$ cat src/rtl/render_pkg.sv
// Shared rendering types: triangle packing and dispatch sequencer states.
`default_nettype none

package render_pkg;

   localparam int COORD_W = 32;
   localparam int TRI_W   = 288;

   // Declared z,y,x so that x lands in the low bits of each vertex.
   typedef struct packed {
      logic [COORD_W-1:0] z;
      logic [COORD_W-1:0] y;
      logic [COORD_W-1:0] x;
   } vertex_t;

   typedef vertex_t [2:0] triangle_t;

   typedef enum logic [2:0] {
      IDLE    = 3'd0,
      FETCH   = 3'd1,
      ISSUE   = 3'd2,
      WAIT    = 3'd3,
      ADVANCE = 3'd4,
      DONE    = 3'd5
   } dispatch_state_t;

endpackage

`default_nettype wire

$ cat src/rtl/shader_dispatch_if.sv
// Frame control, triangle BRAM read port and shader handshake of the dispatcher.
`default_nettype none

interface shader_dispatch_if #(
   parameter int ADDR_W = 10
);
   import render_pkg::*;

   logic              frame_start_in;
   logic [ADDR_W:0]   num_tris_in;
   logic [ADDR_W-1:0] mem_addr_out;
   triangle_t         mem_data_in;
   logic              shader_valid_out;
   triangle_t         shader_tri_out;
   logic              shader_done_in;
   logic              busy_out;
   logic              frame_done_out;
   logic [ADDR_W:0]   tri_count_out;
   logic              timeout_err_out;

   modport master (
      input  frame_start_in, num_tris_in, mem_data_in, shader_done_in,
      output mem_addr_out, shader_valid_out, shader_tri_out, busy_out,
             frame_done_out, tri_count_out, timeout_err_out
   );

   modport slave (
      output frame_start_in, num_tris_in, mem_data_in, shader_done_in,
      input  mem_addr_out, shader_valid_out, shader_tri_out, busy_out,
             frame_done_out, tri_count_out, timeout_err_out
   );

endinterface

`default_nettype wire

$ cat src/rtl/shader_dispatch.sv
// Per-frame sequencer: walks the triangle BRAM and hands one triangle at a
// time to pixel_shader, with a per-triangle watchdog and completion count.
`default_nettype none

module shader_dispatch
   import render_pkg::*;
#(
   parameter int MAX_TRIS    = 1024,
   parameter int ADDR_W      = $clog2(MAX_TRIS),
   parameter int MEM_LATENCY = 2,
   parameter int TIMEOUT     = 4096
) (
   input wire logic          clk_in,
   input wire logic          rst_in,
   shader_dispatch_if.master bus
);

   localparam int CNT_W = ADDR_W + 1;
   localparam int LAT_W = $clog2(MEM_LATENCY + 2);
   localparam int WD_W  = $clog2(TIMEOUT + 1);
   localparam logic [CNT_W-1:0] MAX_N = CNT_W'(MAX_TRIS);

   dispatch_state_t  state;
   dispatch_state_t  next_state;
   logic [CNT_W-1:0] num_tris;
   logic [CNT_W-1:0] idx;
   logic [CNT_W-1:0] next_idx;
   logic [CNT_W-1:0] sat_n;
   logic [LAT_W-1:0] lat_cnt;
   logic [WD_W-1:0]  wd_cnt;
   logic             fetch_ready;
   logic             wd_expired;
   logic             last_tri;

   assign sat_n       = (bus.num_tris_in > MAX_N) ? MAX_N : bus.num_tris_in;
   assign next_idx    = idx + 1'b1;
   assign fetch_ready = (lat_cnt == LAT_W'(MEM_LATENCY));
   assign wd_expired  = (wd_cnt == WD_W'(TIMEOUT - 1));
   assign last_tri    = (next_idx == num_tris);

   always_ff @(posedge clk_in) begin
      if (rst_in) begin
         state <= IDLE;
      end else begin
         state <= next_state;
      end
   end

   always_comb begin
      next_state = state;
      case (state)
         IDLE: begin
            if (bus.frame_start_in) begin
               next_state = (sat_n == '0) ? DONE : FETCH;
            end
         end
         FETCH: begin
            if (fetch_ready) begin
               next_state = ISSUE;
            end
         end
         ISSUE:   next_state = WAIT;
         WAIT: begin
            if (bus.shader_done_in || wd_expired) begin
               next_state = ADVANCE;
            end
         end
         ADVANCE: next_state = last_tri ? DONE : FETCH;
         // DONE spans two cycles: the first registers the pulse, the second shows it.
         DONE: begin
            if (bus.frame_done_out) begin
               next_state = IDLE;
            end
         end
         default: next_state = IDLE;
      endcase
   end

   always_comb begin
      bus.busy_out = (state != IDLE);
   end

   always_ff @(posedge clk_in) begin
      if (rst_in) begin
         num_tris             <= '0;
         idx                  <= '0;
         lat_cnt              <= '0;
         wd_cnt               <= '0;
         bus.mem_addr_out     <= '0;
         bus.shader_valid_out <= 1'b0;
         bus.shader_tri_out   <= '0;
         bus.frame_done_out   <= 1'b0;
         bus.tri_count_out    <= '0;
         bus.timeout_err_out  <= 1'b0;
      end else begin
         bus.shader_valid_out <= 1'b0;
         bus.frame_done_out   <= 1'b0;
         case (state)
            IDLE: begin
               if (bus.frame_start_in) begin
                  num_tris            <= sat_n;
                  idx                 <= '0;
                  lat_cnt             <= '0;
                  bus.mem_addr_out    <= '0;
                  bus.tri_count_out   <= '0;
                  bus.timeout_err_out <= 1'b0;
               end
            end
            FETCH: begin
               if (fetch_ready) begin
                  bus.shader_tri_out   <= bus.mem_data_in;
                  bus.shader_valid_out <= 1'b1;
               end else begin
                  lat_cnt <= lat_cnt + 1'b1;
               end
            end
            ISSUE: begin
               wd_cnt <= '0;
            end
            WAIT: begin
               // A done arriving on the terminal watchdog cycle still counts.
               if (bus.shader_done_in) begin
                  bus.tri_count_out <= bus.tri_count_out + 1'b1;
               end else if (wd_expired) begin
                  bus.timeout_err_out <= 1'b1;
               end else begin
                  wd_cnt <= wd_cnt + 1'b1;
               end
            end
            ADVANCE: begin
               idx     <= next_idx;
               lat_cnt <= '0;
               if (!last_tri) begin
                  bus.mem_addr_out <= ADDR_W'(next_idx);
               end
            end
            DONE: begin
               if (!bus.frame_done_out) begin
                  bus.frame_done_out <= 1'b1;
               end
            end
            default: ;
         endcase
      end
   end

endmodule

`default_nettype wire

$ cat src/flat_wrapper.sv
// flat-port wrapper written by rule: the top's interface ports become plain ports
module shader_dispatch_flat import render_pkg::*;
#(
   parameter int MAX_TRIS    = 1024,
   parameter int ADDR_W      = $clog2(MAX_TRIS),
   parameter int MEM_LATENCY = 2,
   parameter int TIMEOUT     = 4096
)
  (clk_in, rst_in, bus_frame_start_in, bus_num_tris_in, bus_mem_data_in, bus_shader_done_in, bus_mem_addr_out, bus_shader_valid_out, bus_shader_tri_out, bus_busy_out, bus_frame_done_out, bus_tri_count_out, bus_timeout_err_out);
  shader_dispatch_if #(.ADDR_W(ADDR_W)) bus_i ();
  input wire logic clk_in;
  input wire logic rst_in;
  input wire logic [$bits(bus_i.frame_start_in)-1:0] bus_frame_start_in;
  input wire logic [$bits(bus_i.num_tris_in)-1:0] bus_num_tris_in;
  input wire logic [$bits(bus_i.mem_data_in)-1:0] bus_mem_data_in;
  input wire logic [$bits(bus_i.shader_done_in)-1:0] bus_shader_done_in;
  output wire logic [$bits(bus_i.mem_addr_out)-1:0] bus_mem_addr_out;
  output wire logic [$bits(bus_i.shader_valid_out)-1:0] bus_shader_valid_out;
  output wire logic [$bits(bus_i.shader_tri_out)-1:0] bus_shader_tri_out;
  output wire logic [$bits(bus_i.busy_out)-1:0] bus_busy_out;
  output wire logic [$bits(bus_i.frame_done_out)-1:0] bus_frame_done_out;
  output wire logic [$bits(bus_i.tri_count_out)-1:0] bus_tri_count_out;
  output wire logic [$bits(bus_i.timeout_err_out)-1:0] bus_timeout_err_out;
  assign bus_i.frame_start_in = bus_frame_start_in;
  assign bus_i.num_tris_in = bus_num_tris_in;
  assign bus_i.mem_data_in = bus_mem_data_in;
  assign bus_i.shader_done_in = bus_shader_done_in;
  assign bus_mem_addr_out = bus_i.mem_addr_out;
  assign bus_shader_valid_out = bus_i.shader_valid_out;
  assign bus_shader_tri_out = bus_i.shader_tri_out;
  assign bus_busy_out = bus_i.busy_out;
  assign bus_frame_done_out = bus_i.frame_done_out;
  assign bus_tri_count_out = bus_i.tri_count_out;
  assign bus_timeout_err_out = bus_i.timeout_err_out;
  shader_dispatch #(.MAX_TRIS(MAX_TRIS), .ADDR_W(ADDR_W), .MEM_LATENCY(MEM_LATENCY), .TIMEOUT(TIMEOUT)) u_core (.clk_in(clk_in), .rst_in(rst_in), .bus(bus_i));
endmodule
$ cat config.mk
export PLATFORM = sky130hd
export DESIGN_NAME = shader_dispatch_flat
export DESIGN_NICKNAME = d
export VERILOG_FILES = /design/src/rtl/render_pkg.sv /design/src/rtl/shader_dispatch_if.sv /design/src/rtl/shader_dispatch.sv /design/src/flat_wrapper.sv
export SDC_FILE = /design/constraint.sdc
export NUM_CORES = 1
export LEC_CHECK = 0
export CAP_MARGIN = 30
export CORE_AREA = 2 2 241 243
export CTS_BUF_LIST = sky130_fd_sc_hd__clkbuf_8
export CTS_CLUSTER_SIZE = 10
export DETAILED_ROUTE_END_ITERATION = 7
export DIE_AREA = 0 0 243 245
export SETUP_SLACK_MARGIN = 0.05
export SYNTH_ARGS = -nofsm -noshare
export SYNTH_HDL_FRONTEND = slang
export SYNTH_SLANG_ARGS = --single-unit
$ cat constraint.sdc
create_clock -name clk_in -period 3.6 [get_ports clk_in]
set_input_delay 0.72 -clock clk_in [delete_from_list [all_inputs] [get_ports clk_in]]
set_output_delay 0.72 -clock clk_in [all_outputs]
set_load 0.01 [all_outputs]
==> metrics.txt <==
cell type with the largest total area after synthesis=dfxtp_1; WP data arrival=~3.3 ns; GRT Residual Overflow=0; DR iter-0 viols=~730; Max-slew headroom=35.7%; r2r endpoint=u_core.bus.mem_addr_out[6]$_SDFFE_PP0P_; post-synth top area share=between 50% and 60%; async set-reset flop share out of synthesis=0%; CP endpoint kind=flop; vias in the first global route=roughly 14,000; GRT Overall Usage=between 10% and 20%; CP Launch Type=flop; final hold slack=approximately 0.45 ns; worst hold path depth=2; Syn Nets=a little under 2,000; share of layout cells above drive strength 1=6.10%; Data required, critical path=around 4.1 ns; CTS root buffer=clkbuf_8; First-pass DRT Iterations=5; pin count of the biggest net entering global routing=140; area of the mapped netlist=between 10,000 and 15,000 µm²; Final nets=2,569; PortBufs=between 600 and 700; Die Height=around 250 µm; RR Startpoint=u_core.idx[0]$_SDFFE_PP0P_; Reg2Reg Depth=7; Worst VDD drop=~380 µV; Seq/Total Area, Yosys=53.3%; setup tns final=0 ns; Ys Warns=0; Routed Antenna Nets=0; reg2reg setup slack=between 0.7 and 0.8 ns; CTS Buf Count=69; Max Cap Violations=0; worst hold endpoint=u_core.bus.shader_tri_out[230]$_SDFFE_PP0P_; Cell Pwr Density=around 410 nW/µm²; # fillers=a little under 6,000; largest cells by area after synthesis=dfxtp_1 53%, nand2_1 17%, a21oi_1 12%, clkbuf_1 3.2%, nor2_1 1.6%; Final Skew=0.0296 ns; max-slew violation count=0; synthesized flop and latch total=about 350; initial antenna violation count=3; GP Congestion=0.856; routed len/inst=roughly 16 µm; RSZ-0062 raised after global routing=no; worst hold path class=flop to flop; Vias per Instance=about 4.4; Post-Synthesis Cells=between 1,500 and 2,000; number of flops mapped to enable cells by yosys=0; Starting Density=around 23%; CTS Hold Bufs=0; post-CTS setup buffers=0; Unique masters post-synth=a little over 60; crit path kind=flop to flop; Worst-path clk slew=roughly 0.050 ns; Routed WL=49,100 µm; clock sink count=approximately 350; post-CTS sizing=0; setup violators final=0; hold_sp=u_core.bus.shader_tri_out[230]$_SDFFE_PP0P_; first-pass GRT wire length=between 70,000 and 80,000 µm; CTS tree=done; P_leak=0.00727 µW; Final Hold Viols=0; via count=13,628; status=finished clean; Syn Area/Cell=roughly 7.9 µm²; placed wire-length estimate=between 30,000 and 40,000 µm; Area Growth Syn to Fin=63.4%; top_reg_cell synth=dfxtp_1; die width=between 200 and 250 µm; Die ar.=59,500 µm²; DR DRC count=0; CTS max path bufs=3; CP Max Fanout=8; FMAX=353 MHz; clock latency on the worst-skew pair=roughly 0.63 ns; I/O pin cnt=616; num rows=88; Tmin final=about 2.8 ns; H-tree depth=3; final worst-path cycle share=78.7%; core box area=57,000 µm²; Worst-Margin Slew=between 0.9 and 1 ns
-- through the flow --
step                      worst slack, ns  utilization (%)  instances  total power [µW]  instance area (µm²)
final                               0.767             37.9       3078              8920                21600
after global routing                0.502             37.8       3077              9320                21600
after CTS                           0.711             37.8       3076              9080                21600
after detailed placement            0.693             35.3       2956              4810                20100
after global placement              0.581             35.3       2955              4800                20100
after floorplan                      1.34                -       1673              4310                13200
-- registers in the layout, indices dropped and copies added (netlist names) --
signal,cells
u_core.bus.tri_count_out,11
u_core.wd_cnt,13
u_core.bus.shader_tri_out,288
u_core.bus.shader_valid_out,1
u_core.state,3
u_core.bus.mem_addr_out,10
u_core.lat_cnt,2
u_core.num_tris,11
u_core.bus.timeout_err_out,1
u_core.idx,11
u_core.bus.frame_done_out,1
-- layout make-up --
class	instances	area (µm²)	share of cell area, %
multi-input cells	1190	5660	26.2
well taps	765	957	4.43
repair buffers	643	6460	29.9
flip-flops and latches	352	7050	32.6
clock inverters	36	282	1.30
inverters	6	22.5	0.104
diodes	2	5.00	0.0232
clock buffers	84	1160	5.35
-- how the worst max path moves through the flow --
stage | from | to | slack [ns] | depth (start not counted)
3_3_place_gp | bus_frame_start_in | u_core.bus.mem_addr_out[0]$_SDFFE_PP0P_ | 0.58 | 7
4_1_cts | u_core.state[1]$_SDFFE_PP0P_ | bus_busy_out | 0.71 | 2
5_1_grt | u_core.idx[0]$_SDFFE_PP0P_ | u_core.bus.mem_addr_out[1]$_SDFFE_PP0P_ | 0.50 | 7
6_report | u_core.idx[0]$_SDFFE_PP0P_ | u_core.bus.mem_addr_out[6]$_SDFFE_PP0P_ | 0.77 | 7
3_5_place_dp | bus_frame_start_in | u_core.bus.tri_count_out[9]$_SDFFE_PP0P_ | 0.69 | 7
2_1_floorplan | u_core.idx[1]$_SDFFE_PP0P_ | u_core.bus.mem_addr_out[4]$_SDFFE_PP0P_ | 1.34 | 8
-- routing by layer --
| layer | share of wire, % | up-vias | global-route usage [%] | wire length [µm] |
|---|---|---|---|---|
| li1 | - | 6724 | - | - |
| met1 | 39 | 6263 | 17.6 | 19300 |
| met2 | 48 | 525 | 26.5 | 23600 |
| met3 | 8.9 | 112 | 5.81 | 4350 |
| met4 | 3.6 | 4 | 7.67 | 1780 |
| met5 | 0.057 | - | 0 | 28 |
-- placed cells by master, fill, tap and decap left out, types with 4 or more instances in the layout --
master	netlist	layout
clkdlybuf4s50_1	0	614
nor2_1	55	55
nand3b_1	5	5
nor3_1	11	11
ha_1	4	4
nand2_1	609	608
and2_1	7	6
and3_1	12	12
a22o_1	9	9
inv_1	6	29
dfxtp_1	352	352
nor4_1	16	16
nand4_1	7	7
nor2b_1	5	5
o31ai_1	6	6
clkbuf_8	0	84
a21oi_1	316	316
buf_4	2	21
nand3_1	17	17
o21ai_0	10	10
xnor2_1	15	15
bufinv_16	0	4
buf_12	0	7
or3_1	5	5
nand2b_1	8	8
nor3b_1	4	4
xor2_1	15	15
-- critical path, cell delays in order, from the launching register on --
cell	delay, ns
dfxtp_1	0.50
ha_1	0.36
nand3_1	0.22
nor3b_1	0.32
o211ai_2	0.22
or3_1	0.49
nor2_1	0.42
o31ai_1	0.16
-- kinds of logic (layout without fill, tap and decap cells) --
group | after synthesis | after routing | share of synthesized area [%]
buffers and inverters | 131 | 769 | 3.92
AO/OA/AOI/OAI | 377 | 377 | 15.8
multiplexers | 3 | 3 | 0.256
AND/OR/NAND/NOR | 775 | 775 | 24.2
other | 0 | 2 | 0
flip-flops | 352 | 352 | 53.3
adder cells (fa/ha/maj) | 4 | 4 | 0.379
XOR/XNOR | 31 | 31 | 2.16
-- synth_stat cells, types with 4 or more instances --
cell type,number
o21ai_0,10
nor3b_1,4
nor2b_1,5
nand3b_1,5
xor2_1,15
buf_2,9
nand4_1,7
nor3_1,11
and2_1,7
inv_1,6
a21oi_1,316
nand2_1,609
or3_1,5
nand3_1,17
ha_1,4
nor4_1,16
and3_1,12
clkbuf_1,113
a22o_1,9
dfxtp_1,352
nor2_1,55
o31ai_1,6
xnor2_1,15
nand2b_1,8
-- power breakdown --
| group | leakage, µW | switching, µW | internal, µW |
|---|---|---|---|
| clock network | 0.000817 | 1790 | 2400 |
| logic | 0.00362 | 315 | 433 |
| registers | 0.00284 | 35.4 | 3940 |
| total | 0.00727 | 2140 | 6780 |
Power figures use the tool's default switching activity.
